File: src/rtl/pong_pkg.sv
// Shared types and constants for the pong VGA pipeline stages.
package pong_pkg;

  typedef logic [10:0] coord_t;
  typedef logic [11:0] rgb_t;

  localparam int unsigned H_RES_DEF = 1024;
  localparam int unsigned V_RES_DEF = 768;

  localparam rgb_t BLACK = 12'h000;
  localparam rgb_t WHITE = 12'hFFF;

endpackage

File: src/rtl/paddle_tracker.sv
// Per-paddle center register: clamps the requested position to the screen and
// slew-limits the move on each frame update pulse.
module paddle_tracker
  import pong_pkg::*;
#(
  parameter int unsigned V_RES       = V_RES_DEF,
  parameter int unsigned PADDLE_HALF = 50,
  parameter int unsigned MAX_STEP    = 8
) (
  input  logic        i_clk,
  input  logic        i_rst,
  input  logic        i_update,
  input  logic [10:0] i_pos,
  output logic [10:0] o_center
);

  localparam logic [11:0] LO   = 12'(PADDLE_HALF);
  localparam logic [11:0] HI   = 12'(V_RES - 1 - PADDLE_HALF);
  localparam logic [11:0] STEP = 12'(MAX_STEP);

  coord_t      r_center;
  logic [11:0] w_pos;
  logic [11:0] w_target;
  logic [11:0] w_cur;
  logic [11:0] w_next;

  always_comb begin
    w_pos = {1'b0, i_pos};
    w_cur = {1'b0, r_center};
    if (w_pos < LO) begin
      w_target = LO;
    end else if (w_pos > HI) begin
      w_target = HI;
    end else begin
      w_target = w_pos;
    end
    if (w_target >= w_cur) begin
      w_next = (w_target - w_cur <= STEP) ? w_target : w_cur + STEP;
    end else begin
      w_next = (w_cur - w_target <= STEP) ? w_target : w_cur - STEP;
    end
  end

  always_ff @(posedge i_clk or posedge i_rst) begin
    if (i_rst) begin
      r_center <= 11'(V_RES / 2);
    end else if (i_update) begin
      r_center <= w_next[10:0];
    end
  end

  assign o_center = r_center;

endmodule

File: src/rtl/draw_paddles.sv
// Two-stage paddle overlay on the VGA pipeline; centers are committed at vblank start.
// Optional PADDLE_OUTLINE_EN draws a white 1-pixel rim around each paddle.
module draw_paddles
  import pong_pkg::*;
#(
  parameter int unsigned H_RES        = H_RES_DEF,
  parameter int unsigned V_RES        = V_RES_DEF,
  parameter int unsigned PADDLE_HALF  = 50,
  parameter int unsigned PADDLE_WIDTH = 10,
  parameter int unsigned MARGIN       = 8,
  parameter int unsigned MAX_STEP     = 8,
  parameter logic [11:0] COLOR_L      = 12'hF00,
  parameter logic [11:0] COLOR_R      = 12'h00F
) (
  input  logic        pclk,
  input  logic        rst,
  input  logic [10:0] hcount_in,
  input  logic        hsync_in,
  input  logic        hblnk_in,
  input  logic [10:0] vcount_in,
  input  logic        vsync_in,
  input  logic        vblnk_in,
  input  logic [11:0] rgb_in,
  input  logic [10:0] pos_l,
  input  logic [10:0] pos_r,
  output logic [10:0] hcount_out,
  output logic        hsync_out,
  output logic        hblnk_out,
  output logic [10:0] vcount_out,
  output logic        vsync_out,
  output logic        vblnk_out,
  output logic [11:0] rgb_out,
  output logic [10:0] center_l,
  output logic [10:0] center_r
);

  localparam logic [10:0] LX0  = 11'(MARGIN);
  localparam logic [10:0] LX1  = 11'(MARGIN + PADDLE_WIDTH - 1);
  localparam logic [10:0] RX0  = 11'(H_RES - MARGIN - PADDLE_WIDTH);
  localparam logic [10:0] RX1  = 11'(H_RES - MARGIN - 1);
  localparam logic [11:0] HALF = 12'(PADDLE_HALF);

  // Vertical span test without subtracting HALF from the center, so no top-of-screen underflow.
  function automatic logic in_span(input logic [10:0] v, input logic [10:0] c);
    logic [11:0] v12;
    logic [11:0] c12;
    v12 = {1'b0, v};
    c12 = {1'b0, c};
    return (v12 + HALF >= c12) && (v12 <= c12 + HALF);
  endfunction

  function automatic logic on_rim(input logic [10:0] h, input logic [10:0] x0,
                                  input logic [10:0] x1, input logic [10:0] v,
                                  input logic [10:0] c);
    logic [11:0] v12;
    logic [11:0] c12;
    v12 = {1'b0, v};
    c12 = {1'b0, c};
    return (h == x0) || (h == x1) || (v12 + HALF == c12) || (v12 == c12 + HALF);
  endfunction

  logic   r_vblnk_d;
  logic   r_armed;
  logic   w_update;
  coord_t w_center_l;
  coord_t w_center_r;

  // r_armed blocks a false pulse when reset is released in the middle of vblank.
  assign w_update = vblnk_in & ~r_vblnk_d & r_armed;

  always_ff @(posedge pclk or posedge rst) begin
    if (rst) begin
      r_vblnk_d <= 1'b0;
      r_armed   <= 1'b0;
    end else begin
      r_vblnk_d <= vblnk_in;
      r_armed   <= r_armed | ~vblnk_in;
    end
  end

  paddle_tracker #(
    .V_RES       (V_RES),
    .PADDLE_HALF (PADDLE_HALF),
    .MAX_STEP    (MAX_STEP)
  ) u_tracker_l (
    .i_clk    (pclk),
    .i_rst    (rst),
    .i_update (w_update),
    .i_pos    (pos_l),
    .o_center (w_center_l)
  );

  paddle_tracker #(
    .V_RES       (V_RES),
    .PADDLE_HALF (PADDLE_HALF),
    .MAX_STEP    (MAX_STEP)
  ) u_tracker_r (
    .i_clk    (pclk),
    .i_rst    (rst),
    .i_update (w_update),
    .i_pos    (pos_r),
    .o_center (w_center_r)
  );

  assign center_l = w_center_l;
  assign center_r = w_center_r;

  logic w_hit_l;
  logic w_hit_r;

  assign w_hit_l = (hcount_in >= LX0) && (hcount_in <= LX1) && in_span(vcount_in, w_center_l);
  assign w_hit_r = (hcount_in >= RX0) && (hcount_in <= RX1) && in_span(vcount_in, w_center_r);

  coord_t r_hcount1;
  coord_t r_vcount1;
  logic   r_hsync1;
  logic   r_hblnk1;
  logic   r_vsync1;
  logic   r_vblnk1;
  rgb_t   r_rgb1;
  logic   r_hit_l1;
  logic   r_hit_r1;
`ifdef PADDLE_OUTLINE_EN
  logic   r_edge_l1;
  logic   r_edge_r1;
`endif

  always_ff @(posedge pclk or posedge rst) begin
    if (rst) begin
      r_hcount1 <= '0;
      r_vcount1 <= '0;
      r_hsync1  <= 1'b0;
      r_hblnk1  <= 1'b0;
      r_vsync1  <= 1'b0;
      r_vblnk1  <= 1'b0;
      r_rgb1    <= BLACK;
      r_hit_l1  <= 1'b0;
      r_hit_r1  <= 1'b0;
`ifdef PADDLE_OUTLINE_EN
      r_edge_l1 <= 1'b0;
      r_edge_r1 <= 1'b0;
`endif
    end else begin
      r_hcount1 <= hcount_in;
      r_vcount1 <= vcount_in;
      r_hsync1  <= hsync_in;
      r_hblnk1  <= hblnk_in;
      r_vsync1  <= vsync_in;
      r_vblnk1  <= vblnk_in;
      r_rgb1    <= rgb_in;
      r_hit_l1  <= w_hit_l;
      r_hit_r1  <= w_hit_r;
`ifdef PADDLE_OUTLINE_EN
      r_edge_l1 <= on_rim(hcount_in, LX0, LX1, vcount_in, w_center_l);
      r_edge_r1 <= on_rim(hcount_in, RX0, RX1, vcount_in, w_center_r);
`endif
    end
  end

  rgb_t w_rgb;

  always_comb begin
    w_rgb = r_rgb1;
    if (r_hblnk1 | r_vblnk1) begin
      w_rgb = BLACK;
    end else if (r_hit_l1) begin
`ifdef PADDLE_OUTLINE_EN
      w_rgb = r_edge_l1 ? WHITE : COLOR_L;
`else
      w_rgb = COLOR_L;
`endif
    end else if (r_hit_r1) begin
`ifdef PADDLE_OUTLINE_EN
      w_rgb = r_edge_r1 ? WHITE : COLOR_R;
`else
      w_rgb = COLOR_R;
`endif
    end
  end

  always_ff @(posedge pclk or posedge rst) begin
    if (rst) begin
      hcount_out <= '0;
      vcount_out <= '0;
      hsync_out  <= 1'b0;
      hblnk_out  <= 1'b0;
      vsync_out  <= 1'b0;
      vblnk_out  <= 1'b0;
      rgb_out    <= BLACK;
    end else begin
      hcount_out <= r_hcount1;
      vcount_out <= r_vcount1;
      hsync_out  <= r_hsync1;
      hblnk_out  <= r_hblnk1;
      vsync_out  <= r_vsync1;
      vblnk_out  <= r_vblnk1;
      rgb_out    <= w_rgb;
    end
  end

  // Unused helper in the solid-colour build is still referenced to keep it compiled.
  logic w_unused_rim;
  assign w_unused_rim = on_rim(11'd0, LX0, LX1, 11'd0, 11'd0);

endmodule

File: config.mk
export PLATFORM = sky130hd
export DESIGN_NAME = draw_paddles
export DESIGN_NICKNAME = d
export VERILOG_FILES = /design/src/rtl/pong_pkg.sv /design/src/rtl/paddle_tracker.sv /design/src/rtl/draw_paddles.sv
export SDC_FILE = /design/constraint.sdc
export NUM_CORES = 1
export LEC_CHECK = 0
export ABC_AREA = 0
export BUFFER_PORTS_ARGS = -buffer_cell sky130_fd_sc_hd__buf_2
export CORE_MARGIN = 2
export CORE_UTILIZATION = 43
export DETAILED_ROUTE_END_ITERATION = 8
export PLACE_DENSITY = 0.64
export SKIP_CTS_REPAIR_TIMING = 1
export SLEW_MARGIN = 20
export SYNTH_ARGS = -nofsm -noshare
export SYNTH_HDL_FRONTEND = slang
export SYNTH_HIERARCHICAL = 1
export SYNTH_SLANG_ARGS = --single-unit
File: constraint.sdc
create_clock -name pclk -period 4.1 [get_ports pclk]
set_input_delay 0.205 -clock pclk [delete_from_list [all_inputs] [get_ports pclk]]
set_output_delay 0.205 -clock pclk [all_outputs]
set_load 0.005 [all_outputs]
==> results of run 1 <==
## registers in the layout (all words and copies together) (netlist names), 11 cells and up
name,flops
r_vcount1,11
rgb_out,12
r_rgb1,12
u_tracker_r/o_center,11
u_tracker_l/o_center,11
r_hcount1,11
vcount_out,11
hcount_out,11
## kinds of logic (layout without fill, tap and decap cells)
family                     after synthesis  in the layout
AOI/OAI and AO/OA                      252            252
xor gates and xnor gates                46             46
adders and majority gates               93             93
buffers and inverters                  115            301
DFF                                    101            101
muxes                                   14             14
other                                    4              4
and+or+nand+nor                        259            259
## power groups by stage
stage	Combinational [mW]	Sequential, mW	Clock (mW)
5_1_grt	3.80	1.26	0.906
3_3_place_gp	3.31	1.26	0
3_5_place_dp	3.33	1.26	0
4_1_cts	3.35	1.24	0.872
2_1_floorplan	2.37	1.32	0
6_report	3.40	1.24	0.846
## synthesized netlist by cell type, types with 4 or more instances
| cell type | number |
|---|---|
| o211a_1 | 4 |
| and2_1 | 7 |
| nor2b_1 | 12 |
| o211ai_1 | 13 |
| nor4_1 | 10 |
| dfrtp_1 | 97 |
| o22ai_1 | 4 |
| nand2_1 | 54 |
| xor2_1 | 13 |
| a21oi_2 | 4 |
| clkbuf_1 | 10 |
| ha_1 | 93 |
| nor3_1 | 22 |
| buf_6 | 4 |
| o221ai_1 | 5 |
| xnor2_1 | 33 |
| inv_1 | 85 |
| a211o_1 | 5 |
| buf_2 | 10 |
| nand2b_1 | 10 |
| nor2_1 | 49 |
| a21oi_1 | 75 |
| o21a_1 | 12 |
| nand3_1 | 37 |
| nand4_1 | 16 |
| and3_1 | 11 |
| a211oi_1 | 4 |
| mux2i_1 | 13 |
| buf_4 | 5 |
| and4_1 | 4 |
| a21o_1 | 11 |
| o2111ai_1 | 6 |
| o21ai_1 | 11 |
| a31oi_1 | 6 |
| dfstp_2 | 4 |
| o21ai_0 | 40 |
| or3_1 | 6 |
| conb_1 | 4 |
## metal layers
layer / GRT usage / part of all wire
met1: 0.293 / 0.47
met2: 0.336 / 0.45
met3: 0.0382 / 0.062
met4: 0.0750 / 0.021
met5: 0 / 0
## layout make-up
type / count / area [µm²] / share of cell area
Clock buffer: 10 / 229 / 0.0240
Clock inverter: 6 / 68.8 / 0.00721
Inverter: 86 / 324 / 0.0340
Multi-Input combinational cell: 668 / 4840 / 0.507
Sequential cell: 101 / 2530 / 0.265
Tap cell: 229 / 287 / 0.0300
Timing Repair Buffer: 199 / 1260 / 0.132
## path summary, 6_finish.rpt
kind	from	end	slack [ns]	depth (start not counted)
setup reg to reg	u_tracker_r/o_center[7]	u_tracker_r/o_center[6]	0.46	13
hold reg to reg	r_hcount1[3]	hcount_out[3]	0.35	0
hold / removal	hcount_in[9]	r_hcount1[9]	0.01	1
max in group asynchronous	rst	vcount_out[10]	2.66	4
setup / recovery	pos_r[3]	u_tracker_r/o_center[6]	0.42	16
min in group asynchronous	rst	u_tracker_r/o_center[6]	0.48	3
==> flow_metrics.py, run 1 <==
metrics = {
    "logic_synthesis": {
        "synth_fp_nets": 1039,
        "synthCells": 884,
        "ys_warn_count": 6,
        "synth.avg_cell_area_um2": 8.90,
        "ys.flop_type": "dfrtp_1",
        "yosysTopAreaCellShare": 0.309,
        "async_flop_share": 1.00,
        "netlist_area_mm2": 0.00786,
        "synth-simple-area-share": 0.178,
        "synth_xor_area_frac": 0.0512,
        "synth.largest_area_cell": "dfrtp_1",
        "yosysUniqueCellTypes": 85,
        "yosys-top-cells-area": "dfrtp_1 (31%), ha_1 (15%), a21oi_1 (4.8%), inv_1 (4.1%), xnor2_1 (3.7%)",
        "synth_mux_area_frac": 0.0180,
        "synth-compound-area-share": 0.218,
        "yosysSeqAreaShare": 0.322,
        "synth_edf_count": 0,
        "yosys.area_share.adder": 0.148,
        "synth-seq-cells": 101,
        "synth_top_family_by_area": "compound AO/OA/AOI/OAI gates",
    },
    "die": {
        "core_mm2": 0.0180,
        "die-area_mm2": 0.0194,
        "fp.dieW_um": 139,
        "start_util": 0.438,
        "die_h_um": 139,
        "ios": 122,
        "rows": 49,
    },
    "timing": {
        "period_needed_ns": 3.68,
        "hold_violations": 0,
        "setup_viol": 0,
        "max_freq_mhz": 272,
        "tns_ns": 0,
        "holdWs_ns": 0.0141,
        "slew_violations": 0,
        "skew_ns": 0.00829,
        "maxSlewHeadroom": 0.557,
        "rsz0062_at_grt": "no",
        "period_share": 0.898,
        "worst_slew_pin_slew_ns": 0.664,
        "postLayoutSetupSlackWorst_ns": 0.417,
    },
    "pwr": {
        "intPower_mw": 3.04,
        "p_sw_frac": 0.447,
        "comb_power_share": 0.620,
        "power_mw": 5.49,
        "power.share.clock": 0.154,
        "power-per-cell-area_mw_per_mm2": 576,
        "seq_power_share": 0.226,
        "ir_drop_mv": 0.301,
        "p_leak_nw": 4.58,
        "net-switching-power_mw": 2.45,
    },
    "global_routing": {
        "grt-ovfl-total": 0,
        "antenna_found_initial": 0,
        "grt_pass1_wl_mm": 33.8,
        "grt_max_degree": 44,
        "grt_usage": 0.213,
        "grt_pass1_vias": 6742,
    },
    "cells_and_area": {
        "drive_above_1_share": 0.203,
        "fin_util": 0.531,
        "final_common_cell": "buf_2",
        "fin_area_mm2": 0.00954,
        "syn_to_final_growth_pct": 21.4,
        "stdcell_count": 1299,
        "fillers": 1632,
        "nets": 1220,
        "diodes": 0,
        "final_cell_mix": "buf_2 (121), dfrtp_1 (97), ha_1 (93), inv_1 (84), a21oi_1 (75)",
    },
    "worst_setup_path": {
        "crit_family": "compound AO/OA/AOI/OAI gates",
        "timing.critical_path.buf_inv": 3,
        "worstSetupPathType": "input pin to flop",
        "crit_path_start_kind": "input pin",
        "crit_chain": "buf_2 > o311ai_0 > nand3_1 > o21ai_0 > ha_1 > a21oi_1 > o21ai_0 > buf_4 > o221ai_1 > o211ai_1 > o2111a_1 > nand3_1 > a21bo_2 > buf_4 > a221o_1 > a222oi_1",
        "cp_slowest_cell": "ha_1",
        "cpPeakStageDelay_ns": 0.46,
        "worst_setup_path_end_kind": "flop",
        "cp.required_ns": 4.34,
        "crit_arrival_ns": 3.93,
        "critical_path.max_fanout": 15,
    },
    "clocking": {
        "htreeDepth": 3,
        "clkTransAtPathRegs_ns": 0.07,
        "cts_tree": "yes",
        "cts_buffers": 9,
        "clk_path_buf_depth": 2,
        "clock_latency_ns": 0.35,
        "cts_sinks": 101,
        "clk_root_buffer_cell": "clkbuf_16",
    },
    "route": {
        "vias": 7229,
        "wl_per_cell_um": 16.2,
        "wl_mm": 21.0,
        "drt_iter0_drc": 591,
        "via_per_inst": 5.57,
        "drtPass1Iterations": 5,
        "drc": 0,
        "ant_nets": 0,
    },
    "job": {
        "drv_cap": 0,
    },
    "placed_design": {
        "dpl_cell_area_mm2": 0.00896,
        "port_buffers": 121,
        "pre_cts_ws_ns": 0.181,
        "dpl.hpwl_mm": 16.6,
        "dp.cells": 1255,
        "gp_congestion": 0.949,
    },
    "outcome": {
        "outcome": "complete, no violations",
    },
    "min_path": {
        "min_path_type": "input pin to flop",
    },
}
No activity file was read; power rests on OpenSTA's default activity.
==> run 2: changes to the inputs <==
Settings changed: CORE_UTILIZATION 43 to 55, PLACE_DENSITY 0.64 to 0.79.
==> flow_metrics.py, run 2 (same netlist as run 1, synthesis figures left out) <==
metrics = {
    "die": {
        "die-area_mm2": 0.0153,
        "ios": 122,
        "rows": 43,
        "die_h_um": 124,
        "fp.dieW_um": 124,
        "core_mm2": 0.0139,
        "start_util": 0.564,
    },
    "global_routing": {
        "grt-ovfl-total": 0,
        "grt_usage": 0.284,
        "grt_pass1_wl_mm": 34.0,
        "grt_pass1_vias": 6879,
        "grt_max_degree": 54,
        "antenna_found_initial": 0,
    },
    "pwr": {
        "power-per-cell-area_mw_per_mm2": 588,
        "power_mw": 5.53,
        "ir_drop_mv": 0.262,
        "p_leak_nw": 4.53,
    },
    "cells_and_area": {
        "final_common_cell": "buf_2",
        "nets": 1207,
        "drive_above_1_share": 0.196,
        "syn_to_final_growth_pct": 19.6,
        "fillers": 1088,
        "fin_area_mm2": 0.00940,
        "diodes": 0,
        "stdcell_count": 1237,
        "top_regs": "r_rgb1: 12 flops, rgb_out: 12 flops",
        "final_cell_mix": "buf_2 (121), dfrtp_1 (97), ha_1 (93), inv_1 (84), a21oi_1 (75)",
    },
    "placed_design": {
        "gp_congestion": 0.985,
        "dpl.hpwl_mm": 16.4,
        "port_buffers": 121,
        "dp.cells": 1195,
        "dpl_cell_area_mm2": 0.00882,
    },
    "outcome": {
        "outcome": "complete, but fails checks",
        "violations": "hold timing",
    },
    "route": {
        "via_per_inst": 6.01,
        "vias": 7439,
        "ant_nets": 0,
        "drtPass1Iterations": 6,
        "drt_iter0_drc": 807,
        "wl_mm": 21.9,
        "wl_per_cell_um": 17.7,
        "drc": 0,
    },
    "job": {
        "drv_cap": 0,
    },
    "timing": {
        "rsz0062_at_grt": "no",
        "maxSlewHeadroom": 0.423,
        "max_freq_mhz": 266,
        "period_needed_ns": 3.76,
        "hold_violations": 1,
        "holdWs_ns": -0.00146,
        "tns_ns": 0,
        "setup_viol": 0,
        "period_share": 0.918,
        "worst_slew_pin_slew_ns": 0.865,
        "skew_ns": 0.00847,
        "slew_violations": 0,
    },
    "worst_setup_path": {
        "critical_path.max_fanout": 8,
        "cp.required_ns": 4.34,
        "worst_setup_path_end_kind": "flop",
        "crit_arrival_ns": 4.00,
        "crit_path_start_kind": "input pin",
        "worstSetupPathType": "input pin to flop",
    },
    "clocking": {
        "clk_root_buffer_cell": "clkbuf_16",
        "cts_buffers": 9,
        "cts_sinks": 101,
        "htreeDepth": 3,
        "cts_tree": "yes",
        "clk_path_buf_depth": 2,
        "clock_latency_ns": 0.35,
        "clkTransAtPathRegs_ns": 0.07,
    },
    "min_path": {
        "min_path_type": "input pin to flop",
    },
}
[run 2: changes by cell type in the layout (fill, tap and decap cells not counted)]
cell / delta
buf_4: -11
clkinv_4: +2
dlygate4sd3_1: -2
inv_6: -2
inv_8: +2
clkbuf_1: -1
clkinv_2: -1
clkinv_8: +1
clkinvlp_4: -1
[run 2: worst max-delay path: stages]
cell and delay (ns):
buf_2 0.11, a311oi_1 0.27, o21ai_1 0.22, o21ai_0 0.40
inv_1 0.10, ha_1 0.19, nand2b_1 0.20, a21oi_1 0.33
o311ai_1 0.16, a2111oi_2 0.40, nand4_1 0.21, nor4_4 0.43
a21bo_2 0.29, nand2_1 0.18, o221a_1 0.31
[run 2: per-stage QoR]
| step | util | setup WS (ns) |
|---|---|---|
| floorplan | - | 0.616 |
| global placement | 0.633 | 0.205 |
| detailed placement | 0.633 | 0.108 |
| CTS | 0.656 | 0.470 |
| global route | 0.675 | 0.0485 |
| finish | 0.675 | 0.337 |
[run 2: power by group]
part / internal [mW] / total [mW] / switching, mW
registers: 1.13 / 1.26 / 0.133
logic: 1.41 / 3.37 / 1.97
clock network: 0.490 / 0.894 / 0.404
[run 2: area by class of cell]
type,count,area [µm²],share of cell area
tap,180,225,0.0240
inverter,86,324,0.0345
clock inverter,7,95.1,0.0101
multi-input combinational,668,4840,0.515
sequential,101,2530,0.269
timing repair buffer,186,1160,0.123
clock buffer,9,225,0.0240
[run 2: final timing paths]
kind,cells after the start,start,end,slack [ns]
max,15,pos_r[2],u_tracker_r/o_center[5],0.34
max reg2reg,10,u_tracker_r/o_center[8],u_tracker_r/o_center[5],0.42
min in group asynchronous,3,rst,r_hblnk1,0.42
max in group asynchronous,4,rst,hcount_out[1],2.68
min reg2reg,0,r_hcount1[4],hcount_out[4],0.35
min,1,hcount_in[9],r_hcount1[9],-0.001
[run 2: metal layers]
layer	share of wire	wire, µm	up-vias	GRT usage
met1	0.43	9470	3503	0.384
met2	0.47	10200	331	0.462
li1	-	-	3556	-
met3	0.071	1560	49	0.0453
met4	0.029	633	0	0.104
met5	0	0	-	0
==> run 3: changes to the inputs <==
==> constraint.sdc (replaced) <==
create_clock -name pclk -period 3.9 [get_ports pclk]
set_input_delay 0.78 -clock pclk [delete_from_list [all_inputs] [get_ports pclk]]
set_output_delay 0.78 -clock pclk [all_outputs]
set_load 0.005 [all_outputs]
==> flow_metrics.py, run 3 (same netlist as run 1, synthesis figures left out) <==
metrics = {
    "outcome": {
        "outcome": "complete, no violations",
    },
    "timing": {
        "maxSlewHeadroom": 0.501,
        "worst_slew_pin_slew_ns": 0.749,
        "max_freq_mhz": 258,
        "hold_violations": 0,
        "tns_ns": 0,
        "setup_viol": 0,
        "period_needed_ns": 3.88,
        "slew_violations": 0,
        "skew_ns": 0.00721,
        "holdWs_ns": 0.347,
        "rsz0062_at_grt": "yes",
        "period_share": 0.996,
    },
    "clocking": {
        "cts_buffers": 9,
        "cts_sinks": 101,
        "clk_root_buffer_cell": "clkbuf_16",
        "cts_tree": "yes",
        "clk_path_buf_depth": 2,
        "htreeDepth": 3,
        "clkTransAtPathRegs_ns": 0.07,
        "clock_latency_ns": 0.35,
    },
    "route": {
        "ant_nets": 0,
        "drt_iter0_drc": 697,
        "drtPass1Iterations": 6,
        "wl_per_cell_um": 18.4,
        "vias": 8065,
        "wl_mm": 24.4,
        "drc": 0,
        "via_per_inst": 6.10,
    },
    "worst_setup_path": {
        "critical_path.max_fanout": 8,
        "crit_start": "pos_r[8]",
        "reg2reg_from": "u_tracker_l/o_center[7]",
        "worst_setup_path_end_kind": "flop",
        "crit_family": "compound AO/OA/AOI/OAI gates",
        "cp_slowest_cell": "a2111oi_4",
        "worstSetupPathType": "input pin to flop",
        "cpPeakStageDelay_ns": 0.39,
        "timing.critical_path.buf_inv": 5,
        "crit_chain": "buf_2 > a21oi_1 > o21ai_4 > o21ai_4 > buf_6 > inv_4 > ha_4 > a21o_1 > a21oi_2 > mux2i_2 > a2111oi_4 > nand4_1 > nor4_4 > buf_4 > a21bo_2 > buf_4 > a21oi_1 > a32o_1",
        "crit_path_start_kind": "input pin",
        "crit_arrival_ns": 4.17,
        "cp.required_ns": 4.18,
    },
    "cells_and_area": {
        "final_cell_mix": "buf_4 (149), buf_2 (120), dfrtp_1 (97), inv_1 (80), ha_1 (78)",
        "stdcell_count": 1323,
        "nets": 1293,
        "drive_above_1_share": 0.332,
        "fillers": 952,
        "top_regs": "r_rgb1: 12 flops, rgb_out: 12 flops",
        "syn_to_final_growth_pct": 32.6,
        "diodes": 0,
        "final_common_cell": "buf_4",
    },
    "placed_design": {
        "gp_congestion": 0.937,
        "port_buffers": 121,
        "dp.cells": 1298,
        "dpl.hpwl_mm": 18.0,
    },
    "global_routing": {
        "antenna_found_initial": 0,
        "grt_max_degree": 67,
        "grt_pass1_vias": 7636,
        "grt_usage": 0.306,
        "grt_pass1_wl_mm": 36.7,
        "grt-ovfl-total": 0,
    },
    "die": {
        "fp.dieW_um": 124,
        "ios": 122,
        "die-area_mm2": 0.0153,
        "core_mm2": 0.0139,
        "die_h_um": 124,
        "rows": 43,
        "start_util": 0.564,
    },
    "pwr": {
        "ir_drop_mv": 0.329,
        "p_leak_nw": 5.02,
        "power-per-cell-area_mw_per_mm2": 630,
    },
    "min_path": {
        "min_path_type": "flop to flop",
        "min_from": "r_hcount1[1]",
    },
    "job": {
        "drv_cap": 0,
    },
}
-- run 3: area by class of cell --
cell class,instances,area [µm²],share of cell area
sequential,101,2530,0.243
clock inverter,7,95.1,0.00912
tap,180,225,0.0216
clock buffer,9,225,0.0216
timing repair buffer,272,1750,0.168
inverter,86,328,0.0314
multi-input combinational,668,5270,0.505
-- run 3: report_power, final --
group          internal [mW]  switching (mW)  total, mW
clock network          0.515           0.419      0.934
logic                   1.95            2.36       4.30
registers               1.19           0.145       1.33
-- run 3: routing by layer --
| metal | up-vias | global-route usage | wire [µm] |
|---|---|---|---|
| li1 | 3712 | - | - |
| met1 | 3810 | 0.397 | 10100 |
| met2 | 447 | 0.497 | 11200 |
| met3 | 96 | 0.0614 | 2050 |
| met4 | 0 | 0.134 | 1070 |
| met5 | - | 0 | 0 |
-- run 3: final timing paths --
| kind | cells after the start | endpoint | slack (ns) |
|---|---|---|---|
| max in group asynchronous | 3 | r_hcount1[0] | 2.62 |
| worst min register to register | 0 | hcount_out[1] | 0.35 |
| worst min-delay path | 0 | hcount_out[1] | 0.35 |
| worst max register to register | 14 | u_tracker_l/o_center[2] | 0.51 |
| min in group asynchronous | 2 | u_tracker_l/o_center[10] | 0.47 |
| worst max-delay path | 18 | u_tracker_r/o_center[7] | 0.02 |
-- run 3: metrics by stage --
stage               worst slack [ns]  area, µm²  total power [mW]  utilization
floorplan                    0.00688       7860              3.88            -
global placement              -0.300       9590              5.17        0.689
detailed placement            -0.449       9590              5.25        0.689
CTS                          -0.0746       9910              6.23        0.712
global route                  -0.149      10400              7.04        0.748
finish                        0.0171      10400              6.57        0.748
